===== src/rtl/uart_pkg.sv =====
`default_nettype none
// ============================================================================
// Module      : uart_pkg
// Description : Shared byte width and sequencer state encoding for the UART
//               loopback path.
// Revision    : 1.0 - initial release
// ============================================================================
package uart_pkg;

    localparam int DATA_W    = 8;
    localparam int c_state_w = 2;

    localparam logic [c_state_w-1:0] S_IDLE      = 2'd0;
    localparam logic [c_state_w-1:0] S_WAIT_BUSY = 2'd1;
    localparam logic [c_state_w-1:0] S_WAIT_IDLE = 2'd2;

endpackage
`default_nettype wire


===== src/rtl/sync_fifo.sv =====
`default_nettype none
// ============================================================================
// Module      : sync_fifo
// Description : Circular byte buffer with registered count/empty/full.
// Revision    : 1.0 - initial release
// ============================================================================
module sync_fifo #(
    parameter int DATA_W = 8,
    parameter int DEPTH  = 16
) (
    input  logic                   clk,
    input  logic                   rst,
    input  logic                   i_push,
    input  logic [DATA_W-1:0]      i_wdata,
    input  logic                   i_pop,
    output logic [DATA_W-1:0]      o_rdata,
    output logic [$clog2(DEPTH):0] o_count,
    output logic                   o_empty,
    output logic                   o_full
);

    localparam int c_aw = $clog2(DEPTH);
    localparam int c_cw = c_aw + 1;
    localparam logic [c_cw-1:0] c_one      = c_cw'(1);
    localparam logic [c_cw-1:0] c_full_cnt = c_cw'(DEPTH);

    logic [DATA_W-1:0] r_mem [DEPTH];
    logic [c_aw-1:0]   r_wr_ptr;
    logic [c_aw-1:0]   r_rd_ptr;
    logic [c_cw-1:0]   r_count;
    logic [c_cw-1:0]   w_count_nxt;
    logic              r_empty;
    logic              r_full;
    logic              w_do_push;
    logic              w_do_pop;

    // A push at full is discarded even if a pop frees a slot on the same edge.
    assign w_do_push = i_push & ~r_full;
    assign w_do_pop  = i_pop & ~r_empty;

    always_comb begin
        w_count_nxt = r_count;
        case ({w_do_push, w_do_pop})
            2'b10:   w_count_nxt = r_count + c_one;
            2'b01:   w_count_nxt = r_count - c_one;
            default: w_count_nxt = r_count;
        endcase
    end

    always_ff @(posedge clk or posedge rst) begin
        if (rst) begin
            r_wr_ptr <= '0;
            r_rd_ptr <= '0;
            r_count  <= '0;
            r_empty  <= 1'b1;
            r_full   <= 1'b0;
        end else begin
            if (w_do_push) r_wr_ptr <= r_wr_ptr + c_aw'(1);
            if (w_do_pop)  r_rd_ptr <= r_rd_ptr + c_aw'(1);
            r_count <= w_count_nxt;
            r_empty <= (w_count_nxt == '0);
            r_full  <= (w_count_nxt == c_full_cnt);
        end
    end

    always_ff @(posedge clk) begin
        if (w_do_push) r_mem[r_wr_ptr] <= i_wdata;
    end

    assign o_rdata = r_mem[r_rd_ptr];
    assign o_count = r_count;
    assign o_empty = r_empty;
    assign o_full  = r_full;

endmodule
`default_nettype wire


===== src/rtl/uart_rx_fifo_bridge.sv =====
`default_nettype none
// ============================================================================
// Module      : uart_rx_fifo_bridge
// Description : Buffers uart_rx bytes and launches uart_tx one frame at a time.
// Revision    : 1.0 - initial release
// ============================================================================
module uart_rx_fifo_bridge #(
    parameter int DATA_W       = uart_pkg::DATA_W,
    parameter int DEPTH        = 16,
    parameter int BUSY_TIMEOUT = 8
) (
    input  logic                   clk,
    input  logic                   rst,
    input  logic [DATA_W-1:0]      rx_data,
    input  logic                   rx_done,
    input  logic                   tx_busy,
    output logic                   tx_start,
    output logic [DATA_W-1:0]      tx_data,
    output logic [$clog2(DEPTH):0] count,
    output logic                   empty,
    output logic                   full,
    output logic                   overflow,
    input  logic                   clr_ovf
);

    import uart_pkg::*;

    localparam int c_tmr_w = $clog2(BUSY_TIMEOUT + 1);
    localparam logic [c_tmr_w-1:0] c_tmr_last = c_tmr_w'(BUSY_TIMEOUT - 1);

    logic [c_state_w-1:0] r_state;
    logic [c_tmr_w-1:0]   r_timer;
    logic                 r_tx_start;
    logic [DATA_W-1:0]    r_tx_data;
    logic                 r_overflow;
    logic [DATA_W-1:0]    w_fifo_rdata;
    logic                 w_empty;
    logic                 w_full;
    logic                 w_launch;

    assign w_launch = (r_state == S_IDLE) && !w_empty && !tx_busy;

    sync_fifo #(
        .DATA_W (DATA_W),
        .DEPTH  (DEPTH)
    ) u_fifo (
        .clk     (clk),
        .rst     (rst),
        .i_push  (rx_done),
        .i_wdata (rx_data),
        .i_pop   (w_launch),
        .o_rdata (w_fifo_rdata),
        .o_count (count),
        .o_empty (w_empty),
        .o_full  (w_full)
    );

    always_ff @(posedge clk or posedge rst) begin
        if (rst) begin
            r_state    <= S_IDLE;
            r_timer    <= '0;
            r_tx_start <= 1'b0;
            r_tx_data  <= '0;
        end else begin
            r_tx_start <= 1'b0;
            case (r_state)
                S_IDLE: begin
                    if (w_launch) begin
                        r_tx_data  <= w_fifo_rdata;
                        r_tx_start <= 1'b1;
                        r_timer    <= '0;
                        r_state    <= S_WAIT_BUSY;
                    end
                end
                // Give up on a transmitter that never acknowledges the launch.
                S_WAIT_BUSY: begin
                    if (tx_busy) begin
                        r_state <= S_WAIT_IDLE;
                    end else if (r_timer == c_tmr_last) begin
                        r_state <= S_IDLE;
                    end else begin
                        r_timer <= r_timer + c_tmr_w'(1);
                    end
                end
                S_WAIT_IDLE: begin
                    if (!tx_busy) r_state <= S_IDLE;
                end
                default: r_state <= S_IDLE;
            endcase
        end
    end

    // A drop on the same edge as a clear keeps the flag set.
    always_ff @(posedge clk or posedge rst) begin
        if (rst) begin
            r_overflow <= 1'b0;
        end else if (rx_done && w_full) begin
            r_overflow <= 1'b1;
        end else if (clr_ovf) begin
            r_overflow <= 1'b0;
        end
    end

    assign tx_start = r_tx_start;
    assign tx_data  = r_tx_data;
    assign empty    = w_empty;
    assign full     = w_full;
    assign overflow = r_overflow;

endmodule
`default_nettype wire


===== config.mk =====
export PLATFORM = sky130hd
export DESIGN_NAME = uart_rx_fifo_bridge
export DESIGN_NICKNAME = d
export VERILOG_FILES = /design/src/rtl/uart_pkg.sv /design/src/rtl/sync_fifo.sv /design/src/rtl/uart_rx_fifo_bridge.sv
export SDC_FILE = /design/constraint.sdc
export NUM_CORES = 1
export LEC_CHECK = 0
export BUFFER_PORTS_ARGS = -buffer_cell sky130_fd_sc_hd__buf_2
export CORE_MARGIN = 10
export CORE_UTILIZATION = 55
export CTS_BUF_LIST = sky130_fd_sc_hd__clkbuf_4 sky130_fd_sc_hd__clkbuf_8 sky130_fd_sc_hd__clkbuf_16
export DETAILED_ROUTE_END_ITERATION = 10
export GPL_TIMING_DRIVEN = 0
export HOLD_SLACK_MARGIN = 0.06
export PLACE_DENSITY_LB_ADDON = 0.12
export SYNTH_ARGS = -nofsm -noshare
export SYNTH_HDL_FRONTEND = slang
export SYNTH_SLANG_ARGS = --single-unit

===== constraint.sdc =====
create_clock -name clk -period 4.5 [get_ports clk]
set_input_delay 0.225 -clock clk [delete_from_list [all_inputs] [get_ports clk]]
set_output_delay 0.225 -clock clk [all_outputs]
set_load 0.1 [all_outputs]

## Word level (Yosys, flattened, before mapping)

Memory sizes are Yosys's and may differ from the RTL's. A register that Yosys moved wholly into a read port is not among the register bits.
Index checks and enable logic that the tools add are counted.

- Flip-flop bits (word level): 23
- RAM bits: 128
- Input port bits: 13
- Output and inout port bits: 17
- Memories: 1

- Add/subtract/negate cells: 5
- Equal/unequal tests: 11
- Multiplexer cells: 16
- Bitwise gates (word level): 4
- Reduce and logical (&&, ||, !) cells: 12

Memory list:

| name | depth | width | read ports | clocked after Yosys merged registers in | wr ports | line | RTL |
|---|---|---|---|---|---|---|---|
| u_fifo.r_mem | 16 | 8 | 1 | 1 | 1 | sync_fifo.sv:27 | `logic [DATA_W-1:0] r_mem [DEPTH];` |

Operators with widths:

| operator | count |
|---|---|
| adder 4 x 1 -> 4 bit, second input constant | 3 |
| 2-to-1 mux 4 bit | 3 |
| case mux 5 bit (2 select lines) | 1 |
| 2-to-1 mux 2 bit | 4 |
| case mux 4 bit (2 select lines) | 1 |
| 2-to-1 mux 1 bit | 6 |
| inequality test 2 bit, second input constant | 3 |
| case mux 2 bit (3 select lines) | 1 |
| adder 5 x 1 -> 5 bit, second input constant | 1 |
| == test 5 bit, second input constant | 1 |
| zero test 5 bit | 1 |
| subtractor 5 x 1 -> 5 bit, second input constant | 1 |
| == test 2 x 1 -> 1 bit, second input constant | 2 |
| == test 2 bit, second input constant | 2 |
| == test 4 x 3 -> 1 bit, second input constant | 1 |
| AND reduction 4 bit | 1 |
| nonzero test 2 bit | 2 |
| logical AND 1 bit | 3 |
| inequality test 3 bit, second input constant | 1 |
| AND reduction 3 bit | 1 |
| bitwise AND 1 bit | 2 |
| zero test 1 bit | 2 |
| zero test 2 bit | 1 |
| inequality test 2 x 1 -> 1 bit, second input constant | 1 |
| other kinds (2) | 3 |

## Logic depth before layout (Yosys ltp)

Gate-level depths: netlist of the first run.

- Depth in word-level cells: 7
- Mapped depth: 13
- Gate-level depth less buffers: 12

## Hierarchy

From an unflattened synthesis of the first run, not the netlist that was laid out.

- Cell total of the unflattened synthesis: 339
- Area, all modules: 6511.2 um2

Modules (own cells, without submodules):

| module | times used | cells an instance | area an instance (um2) | seq. area each (um2) |
|---|---|---|---|---|
| sync_fifo | 1 | 281 | 5785.5 | 4220.3 |
| uart_rx_fifo_bridge | 1 | 58 | 725.7 | 400.4 |

## Least setup slack after synthesis of the first run

No wires, ideal clock.

- Kind: register -> register
- Start: register u_fifo.r_empty, in the netlist u_fifo.o_empty
- End: register u_fifo.r_empty, in the netlist u_fifo.o_empty
- Setup time: 0.075 ns
- Arrival time: 3.114 ns
- Data required time: 4.425 ns
- Path slack: 1.311 ns
- Stages on the path, launching flop included: 13
- Buffers on the path: 2
- Period minus slack after synthesis: 3.189 ns
- Cells stage by stage: dfstp_2 > or4_4 > clkbuf_1 > clkbuf_1 > inv_1 > ha_1 > nor3b_1 > nand3_1 > a21oi_1 > a211oi_1 > or4_4 > inv_2 > nor2_1

- Cells in the longest elaborated chain, start to end: 7

RTL lines:

| item | line | RTL |
|---|---|---|
| start: declaration | sync_fifo.sv:32 | `logic r_empty;` |
| start signal: assignment | sync_fifo.sv:61 | `r_empty <= (w_count_nxt == '0);` |
| zero test 1 bit | uart_rx_fifo_bridge.sv:41 | `assign w_launch = (r_state == S_IDLE) && !w_empty && !tx_busy;` |
| logical AND 1 bit (2 in a row) | uart_rx_fifo_bridge.sv:41 |  |
| bitwise AND 1 bit (*) | sync_fifo.sv:39 | `assign w_do_pop = i_pop & ~r_empty;` |
| == test 2 x 1 -> 1 bit / == test 2 bit (equally long branches) | sync_fifo.sv:43 | `case ({w_do_push, w_do_pop})` |
| case mux 5 bit (2 select lines) (*) | sync_fifo.sv:43 |  |
| net u_fifo.w_count_nxt[4] | sync_fifo.sv:31 | `logic [c_cw-1:0] w_count_nxt;` |
| zero test 5 bit (*) | sync_fifo.sv:61 |  |

Mark *: on every way through the listed nets, which the timed path passes. The rest lies on a longest branch.
A chain may end at the register's enable or synchronous reset.

## Final worst setup path of the first run

- Start: register u_fifo.r_empty, in the netlist u_fifo.o_empty
- End: register u_fifo.r_full, in the netlist u_fifo.o_full

- Cells in the longest elaborated chain, start to end: 7

RTL lines:

| item | line | RTL |
|---|---|---|
| zero test 1 bit | uart_rx_fifo_bridge.sv:41 |  |
| logical AND 1 bit (2 in a row) | uart_rx_fifo_bridge.sv:41 |  |
| bitwise AND 1 bit (*) | sync_fifo.sv:39 |  |
| == test 2 x 1 -> 1 bit / == test 2 bit (equally long branches) | sync_fifo.sv:43 |  |
| case mux 5 bit (2 select lines) (*) | sync_fifo.sv:43 |  |
| == test 5 bit (*) | sync_fifo.sv:62 | `r_full <= (w_count_nxt == c_full_cnt);` |
| end signal: assignment | sync_fifo.sv:62 |  |
| end: declaration | sync_fifo.sv:33 | `logic r_full;` |

Mark *: on every way between the ends. The rest lies on a longest branch, timed or not.

==> results of run 1 <==
[through the flow]
stage / area, um2 / hold slack [ns] / cells / utilization
finish: 7402 / 0.1830 / 575 / 0.6483
floorplan: 6414 / 0.3196 / 364 / -
global route: 7402 / 0.1861 / 575 / 0.6483
CTS: 7352 / 0.1633 / 571 / 0.6439
global placement: 6738 / 0.4242 / 536 / 0.5901
detailed placement: 6743 / 0.4258 / 536 / 0.5905
[power by group through the flow]
stage	logic, mW	registers [mW]	clock network, mW
5_1_grt	1.99	1.98	1.46
3_3_place_gp	1.82	1.97	0
4_1_cts	1.86	1.95	1.40
3_5_place_dp	1.85	1.98	0
6_report	1.85	1.95	1.38
2_1_floorplan	1.00	2.41	0
[synthesized netlist by cell type, types with 4 or more instances]
library cell,instances
nand2_1,17
clkbuf_1,11
buf_1,4
dfrtp_1,30
nor3_1,10
ha_1,8
a21oi_1,13
mux2i_1,16
nand2b_1,4
edfxtp_1,128
o21ai_0,10
inv_1,9
xnor2_1,9
mux4_2,32
nor2_1,20
o31ai_1,6
[state kept, by name (all words and copies together) (netlist names), 2 cells and up]
signal and flops:
u_fifo.r_mem 128, tx_data 8, u_fifo.o_count 5, r_timer 4
u_fifo.r_rd_ptr 4, u_fifo.r_wr_ptr 4, r_state 2
[cell type report]
class                           instances  area, um2
Sequential cell                       159       4621
Fill cell                             803       4016
Multi-Input combinational cell        176       1687
Clock buffer                           21      461.7
Timing Repair Buffer                   36      220.2
Tap cell                              143      178.9
Clock inverter                         11      117.6
Buffer                                 19      78.83
Inverter                               10      37.54
[worst min path at each step]
stage / from / to / slack, ns / cells past startpoint
after floorplan: tx_busy / r_timer[2]$_DFFE_PP0P_ / 0.32 / 1
after global placement: clr_ovf / overflow$_DFFE_PP0P_ / 0.42 / 2
after detailed placement: clr_ovf / overflow$_DFFE_PP0P_ / 0.43 / 2
after CTS: rst / u_fifo.r_wr_ptr[3]$_DFFE_PP0P_ / 0.16 / 2
after global routing: rx_data[2] / u_fifo.r_mem[14][2]$_DFFE_PP_ / 0.19 / 1
final: rx_data[2] / u_fifo.r_mem[14][2]$_DFFE_PP_ / 0.18 / 1
[per-layer routing]
metal | share of wire | GRT usage | vias up
met5 | 0 | 0 | -
met1 | 0.43 | 0.2040 | 1689
met2 | 0.49 | 0.2453 | 96
li1 | - | - | 1530
met4 | 0.017 | 0.06490 | 0
met3 | 0.064 | 0.05500 | 16
[critical path: stages (launching register included)]
cell and delay (ns):
dfstp_2 0.52, or4_4 0.14, clkbuf_1 0.35, clkbuf_1 0.49, inv_1 0.10, ha_1 0.29, clkbuf_1 0.31, and3b_1 0.23
or4_4 0.52, nor2_2 0.15
[kinds of logic (layout without fill, tap and decap cells)]
| group | Yosys count | in the layout | synth area share |
|---|---|---|---|
| simple gates | 71 | 71 | 0.05677 |
| mux | 49 | 49 | 0.1391 |
| fa+ha+maj | 8 | 8 | 0.01561 |
| xor+xnor | 11 | 11 | 0.01502 |
| flops | 159 | 159 | 0.7204 |
| compound gates | 37 | 37 | 0.03492 |
| buf+inv | 29 | 97 | 0.01814 |
[repair_timing]
action | 4_1_cts | 5_1_grt
hold endpoints to repair | 2 | 30
hold buffers | 3 | 1
resized for setup | 0 | 0
==> qor.yml, run 1 <==
status: "completed"
p_int_mw: 3.302
synth_top_cell_by_area: "edfxtp_1"
final_cell_mix: "128 x edfxtp_1, 32 x buf_2, 32 x mux4_2, 30 x dfrtp_1, 20 x nor2_1"
setup_viol: 0
num_antenna_cells: 0
cellPowerDensity_nw_per_um2: 700.1
grt.total_usage: 0.1597
drt_pass1_iterations: 5
vias: 3331
fmax_mhz: 314.2
ys_ff_latch: 159
cts_htree_levels: 4
seq_area_frac_synth: 0.7204
wl_mm: 12.36
die-area_um2: 16380
tightest_slew_ns: 1.062
antenna_found_initial: 0
relSlewSlack: 0.2897
clock_skew_ns: 0.008887
yosys.area.top_type_share: 0.5993
synthTopCellsByArea: "edfxtp_1 60%, dfrtp_1 12%, mux4_2 11%"
numCtsBuffers: 17
syn-instance-count: 364
worst_setup_path_end_kind: "flop"
synth_area_um2: 6414
drive_gt1_frac: 0.2500
gr-total-overflow: 0
rsz0062_at_grt: "no"
synth_top_flop_cell: "edfxtp_1"
worstReg2RegEnd: "u_fifo.o_full$_DFF_PP0_"
ir_worst_vdd_v: 0.0006740
layout_commonest_cell: "edfxtp_1"
critPathLaunchType: "flop"
slew_viol_final: 0
cts_buffer_depth: 2
r2r_cells: 9
r2r_setup_slack_ns: 1.32
drtIter0Drc: 324
endpoint: "u_fifo.o_full$_DFF_PP0_"
io_pins: 30
finalPower_mw: 5.182
switching_share: 0.3628
tns_ns: 0
clk_pin_slew_ns: 0.06
coreArea_um2: 11420
worstPathArrival_ns: 3.53
cts_tree: "yes"
synth_edf_count: 128
yosysUniqueCellTypes: 39
p_leak_nw: 2.635
crit_type: "reg -> reg"
first_global_vias: 3416
clockRootBuffer: "clkbuf_16"
hold_viol: 0
path_max_fanout: 10
drcViolationCount: 0
power.share.sequential: 0.376
die_w_um: 128.0
grt_max_degree: 32
ys.warnings.count: 0
insertion_delay_ns: 0.42
fin_ws_ns: 1.317
start_util: 0.5617
rows: 39
dpl.hpwl_mm: 8.218
pre_cts_slack_ns: 1.309
worstSetupStartpoint: "u_fifo.o_empty$_DFF_PP1_"
required_ns: 4.85
async_reset_ff_frac: 0.1950
drt-vias-per-instance: 5.793
cts_setup_buffers: 0
power_frac_clock: 0.266
port_buffers: 29
fp.dieH_um: 128.0
hp-class: "in -> reg"
post-route-min-period_ns: 3.183
syn_area_per_cell_um2: 17.62
nets: 440
power_frac_comb: 0.357
clkSinkCount: 159
post_drt_wl_per_cell_um: 21.50
place_congestion: 0.8287
ant_nets: 0
timing.rr.start: "u_fifo.o_empty$_DFF_PP1_"
min_period_over_period: 0.7073
grt_first_pass_wirelength_mm: 19.34
syn-num-nets: 385
area_growth_pct: 15.41
power.switching_mw: 1.880
maxCapViolations: 0
Note: power is estimated with default switching activity, not from simulation.
==> run 2, diff against run 1 <==
clock period = 2.7 ns   (was 4.5 ns; I/O delays follow)
==> qor.yml, run 2 (same netlist as run 1, synthesis figures left out) <==
io_pins: 30  # unchanged
largest_reg_flops: 128  # unchanged
violations: "negative setup slack"
dpl.hpwl_mm: 8.231  # +0.16%
rows: 39  # unchanged
insertion_delay_ns: 0.42  # about the same
hp-class: "in -> reg"
pre_cts_slack_ns: -0.1885  # -1.498 ns
finalNonFillerCells: 577  # +0.35%
clk_pin_slew_ns: 0.06  # about the same
numCtsBuffers: 17  # unchanged
final_area_um2: 7505  # +1.4%
placed_cells: 536  # unchanged
drt_pass1_iterations: 5  # unchanged
die_w_um: 128.0  # unchanged
wl_mm: 12.29  # -0.55%
tightest_slew_ns: 1.144  # +0.08211 ns
clockRootBuffer: "clkbuf_16"
hold_viol: 0  # unchanged
grt_max_degree: 32  # unchanged
antenna_found_initial: 0  # unchanged
gr-total-overflow: 0  # unchanged
post-route-min-period_ns: 2.736  # -0.4464 ns
ir_worst_vdd_v: 0.001105  # +64%
place_congestion: 0.8112  # -2.1%
drcViolationCount: 0  # unchanged
crit_type: "reg -> reg"
coreArea_um2: 11420  # unchanged
layout_commonest_cell: "edfxtp_1"
fin_ws_ns: -0.03629  # -1.354 ns
cts_htree_levels: 4  # unchanged
die-area_um2: 16380  # unchanged
start_util: 0.5617  # unchanged
vias: 3328  # -0.090%
area_growth_pct: 17.01
nets: 442  # +0.45%
first_global_vias: 3459  # +1.3%
post_drt_wl_per_cell_um: 21.31  # -0.89%
clock_skew_ns: 0.005560  # -0.003327 ns
grt.total_usage: 0.1598  # about the same
top_register: "u_fifo.r_mem"
maxCapViolations: 0  # unchanged
status: "finished, violations left"
required_ns: 3.04  # -1.81 ns
cellPowerDensity_nw_per_um2: 1170  # +67%
cts_buffer_depth: 2  # unchanged
worst_setup_path_end_kind: "flop"
ant_nets: 0  # unchanged
rsz0062_at_grt: "yes"
cts_tree: "yes"
final_cell_mix: "128 x edfxtp_1, 32 x buf_2, 32 x mux4_2, 29 x dfrtp_1, 20 x nor2_1"
drt-vias-per-instance: 5.768  # -0.44%
fmax_mhz: 365.5  # +16%
clkSinkCount: 159  # unchanged
place_area_um2: 6774  # +0.46%
grt_first_pass_wirelength_mm: 19.46  # +0.64%
worstPathArrival_ns: 3.08  # -0.45 ns
relSlewSlack: 0.2348  # -0.05494
drtIter0Drc: 274  # -15%
drive_gt1_frac: 0.2811  # +0.03111
fp.dieH_um: 128.0  # unchanged
fillers: 773  # -3.7%
num_antenna_cells: 0  # unchanged
slew_viol_final: 0  # unchanged
min_period_over_period: 1.013  # +0.3062
path_max_fanout: 3  # -7
port_buffers: 29  # unchanged
setup_viol: 1  # +1
critPathLaunchType: "flop"
tns_ns: -0.03629  # -0.03629 ns
p_leak_nw: 2.671  # +1.4%
run 2: worst max-delay path, cell delays in order, from the launching register on:
cell,delay [ns]
dfrtp_1,0.38
or4_4,0.56
inv_6,0.10
nand2_8,0.05
xnor2_2,0.12
ha_2,0.21
nor3_2,0.04
o31ai_1,0.21
a21oi_1,0.12
and3b_1,0.19
or4_4,0.52
nor2_2,0.15
run 2: per-stage QoR:
stage	utilization	hold WS [ns]	total power, mW
after floorplan	-	0.2296	5.721
after detailed placement	0.5933	0.3491	6.430
after global routing	0.6572	0.1068	9.205
final	0.6572	0.09947	8.780
after global placement	0.5928	0.3391	6.355
after CTS	0.6524	0.08124	8.835
run 2: final timing paths:
check | start | to | slack, ns | depth (start not counted)
max in group asynchronous | rst | u_fifo.r_rd_ptr[0]$_DFFE_PP0P_ | 1.98 | 4
max reg2reg | r_state[1]$_DFFE_PP0P_ | u_fifo.o_full$_DFF_PP0_ | -0.04 | 11
max | r_state[1]$_DFFE_PP0P_ | u_fifo.o_full$_DFF_PP0_ | -0.04 | 11
min | rx_data[6] | u_fifo.r_mem[5][6]$_DFFE_PP_ | 0.1 | 1
min in group asynchronous | rst | u_fifo.o_count[4]$_DFF_PP0_ | 0.28 | 3
min reg2reg | tx_data[7]$_DFFE_PP0P_ | tx_data[7]$_DFFE_PP0P_ | 0.49 | 2
run 2: area by class of cell:
type	count	area, um2	area share
inverters	10	42.54	0.005669
multi-input cells	176	1735	0.2312
flip-flops and latches	159	4626	0.6164
plain buffers	16	73.82	0.009837
repair buffers	41	265.3	0.03535
clock buffers	22	469.2	0.06252
well taps	143	178.9	0.02384
clock inverters	10	113.9	0.01517
run 2: power by group:
| part | leakage [nW] | internal, mW | switching [mW] |
|---|---|---|---|
| Combinational | 0.848 | 1.11 | 2.08 |
| Sequential | 1.54 | 3.06 | 0.198 |
| Clock | 0.280 | 1.42 | 0.907 |
run 2: what timing repair did:
item / 4_1_cts / 5_1_grt
hold buffers: 3 / 1
endpoints found under the hold margin: 3 / 13
setup buffers: 5 / 1
pin swaps: 0 / 0
endpoints found under the setup margin: 11 / 11
resized for setup: 6 / 5
run 2: routing by layer:
layer	wire length (um)	track usage
met5	0	0
met4	246	0.07881
met3	499	0.03888
met2	6148	0.2547
met1	5400	0.2011
==> run 3, diff against run 2 <==
==> constraint.sdc (replaced) <==
create_clock -name clk -period 2.7 [get_ports clk]
set_input_delay 0.54 -clock clk [delete_from_list [all_inputs] [get_ports clk]]
set_output_delay 0.54 -clock clk [all_outputs]
set_load 0.1 [all_outputs]
==> qor.yml, run 3 (same netlist as run 1, synthesis figures left out) <==
die_w_um: 128.0  # unchanged
nets: 441  # -0.23%
cts_buffer_depth: 2  # unchanged
io_pins: 30  # unchanged
grt_max_degree: 32  # unchanged
area_growth_pct: 17.25
dpl.hpwl_mm: 8.252  # +0.26%
place_area_um2: 6765  # -0.13%
placed_cells: 536  # unchanged
fin_ws_ns: -0.1512  # -0.1149 ns
slowest_delay_ns: 0.55  # about the same
final_area_um2: 7520  # +0.20%
drt_pass1_iterations: 4  # -1
status: "finished, violations left"
cellPowerDensity_nw_per_um2: 1192  # +1.9%
rsz0062_at_grt: "yes"
fillers: 798  # +3.2%
wl_mm: 12.43  # +1.1%
hp-class: "in -> async"
post-route-util: 0.6586  # +0.001315
cts_tree: "yes"
final_cell_mix: "128 x edfxtp_1, 33 x buf_2, 32 x mux4_2, 30 x dfrtp_1, 20 x nor2_1"
clockRootBuffer: "clkbuf_16"
hold_viol: 0  # unchanged
violations: "negative setup slack"
crit_type: "reg -> reg"
post-route-min-period_ns: 2.851  # +0.1149 ns
relSlewSlack: 0.2611  # +0.02630
worstPathArrival_ns: 3.20  # +0.12 ns
place_congestion: 0.8277  # +2.0%
setup_viol: 3  # +2
ant_nets: 0  # unchanged
pre_cts_slack_ns: -0.5610  # -0.3725 ns
fin_hold_ws_ns: 0.1077  # +0.008266 ns
num_antenna_cells: 0  # unchanged
numCtsBuffers: 17  # unchanged
slew_viol_final: 0  # unchanged
cts_htree_levels: 4  # unchanged
ir_worst_vdd_v: 0.0008258  # -25%
critPathLaunchType: "flop"
p_leak_nw: 2.682  # +0.42%
drt-vias-per-instance: 5.830  # +1.1%
tightest_slew_ns: 1.104  # -0.03931 ns
path_max_fanout: 3  # unchanged
start_util: 0.5617  # unchanged
min_period_over_period: 1.056  # +0.04255
insertion_delay_ns: 0.42  # about the same
top_register: "u_fifo.r_mem"
clk_pin_slew_ns: 0.07  # about the same
fmax_mhz: 350.7  # -4.0%
first_global_vias: 3475  # +0.46%
worst_setup_path_end_kind: "flop"
grt.total_usage: 0.1601  # +0.0003311
gr-total-overflow: 0  # unchanged
clock_skew_ns: 0.007618  # +0.002058 ns
path_cells: "or4_4, inv_4, buf_8, nand2_8, xnor2_2, ha_2, nor3_2, o31ai_1, a21oi_1, and3b_1, or4_4, nor2_4"
rows: 39  # unchanged
maxCapViolations: 0  # unchanged
cpMostUsedCell: "or4_4"
layout_commonest_cell: "edfxtp_1"
vias: 3358  # +0.90%
antenna_found_initial: 0  # unchanged
clkSinkCount: 159  # unchanged
coreArea_um2: 11420  # unchanged
critPathSlowestCell: "or4_4"
grt_first_pass_wirelength_mm: 19.62  # +0.78%
die-area_um2: 16380  # unchanged
drive_gt1_frac: 0.2794  # -0.001660
path_buf_inv: 2  # +1
critPathTopFamily: "simple AND/OR/NAND/NOR gates"
finalNonFillerCells: 576  # -0.17%
drtIter0Drc: 392  # +43%
post_drt_wl_per_cell_um: 21.57  # +1.2%
largest_reg_flops: 128  # unchanged
fp.dieH_um: 128.0  # unchanged
drcViolationCount: 0  # unchanged
port_buffers: 29  # unchanged
required_ns: 3.05  # about the same
[run 3: cell types whose count changed in the layout (fill, tap and decap cells not counted), moves of 2 or more]
cell           previous run  this run
bufinv_16                 2         4
clkbuf_4                  5         2
clkbuf_8                  2         0
clkinv_2                  3         0
clkinv_4                  0         2
dlygate4sd3_1             4         0
inv_6                     2         5
[run 3: area by class of cell]
class,instances,area (um2),area share
clock inverters,15,207.7,0.02762
flip-flops and latches,159,4624,0.6150
plain buffers,17,80.08,0.01065
clock buffers,17,425.4,0.05657
multi-input cells,176,1723,0.2291
inverters,10,40.04,0.005324
well taps,143,178.9,0.02379
repair buffers,39,240.2,0.03195
[run 3: layer usage]
layer | GRT usage | up-vias | share of wire
li1 | - | 1538 | -
met1 | 0.2064 | 1710 | 0.42
met2 | 0.2514 | 93 | 0.50
met3 | 0.04012 | 17 | 0.057
met4 | 0.07351 | 0 | 0.016
met5 | 0 | - | 0
[run 3: per-stage QoR]
stage / setup TNS (ns) / power [mW]
after floorplan: -0.5229 / 5.717
after global placement: -7.697 / 6.344
after detailed placement: -8.625 / 6.410
after CTS: -0.5542 / 9.017
after global routing: -0.9005 / 9.385
final: -0.4051 / 8.964
[run 3: what timing repair did]
| action | in CTS | in global routing |
|---|---|---|
| setup buffers | 5 | 2 |
| resized for setup | 5 | 2 |
| hold endpoints to repair | 0 | 0 |
| pin swaps | 5 | 2 |
| setup endpoints to repair | 11 | 3 |
| hold buffers | 0 | 0 |
[run 3: where the power goes]
group	internal (mW)	switching, mW	total, mW
Combinational	1.10	2.07	3.17
Clock	1.56	0.975	2.54
Sequential	3.06	0.199	3.26
[run 3: final timing paths]
| path | startpoint | cells past startpoint | slack (ns) | to |
|---|---|---|---|---|
| setup reg to reg | u_fifo.o_empty$_DFF_PP1_ | 12 | -0.15 | u_fifo.o_full$_DFF_PP0_ |
| hold reg to reg | tx_data[4]$_DFFE_PP0P_ | 2 | 0.49 | tx_data[4]$_DFFE_PP0P_ |
| max in group asynchronous | rst | 3 | 2.15 | overflow$_DFFE_PP0P_ |
| min in group clk | clr_ovf | 2 | 0.30 | overflow$_DFFE_PP0P_ |
| setup / recovery | u_fifo.o_empty$_DFF_PP1_ | 12 | -0.15 | u_fifo.o_full$_DFF_PP0_ |
| hold / removal | rst | 2 | 0.11 | r_timer[1]$_DFFE_PP0P_ |
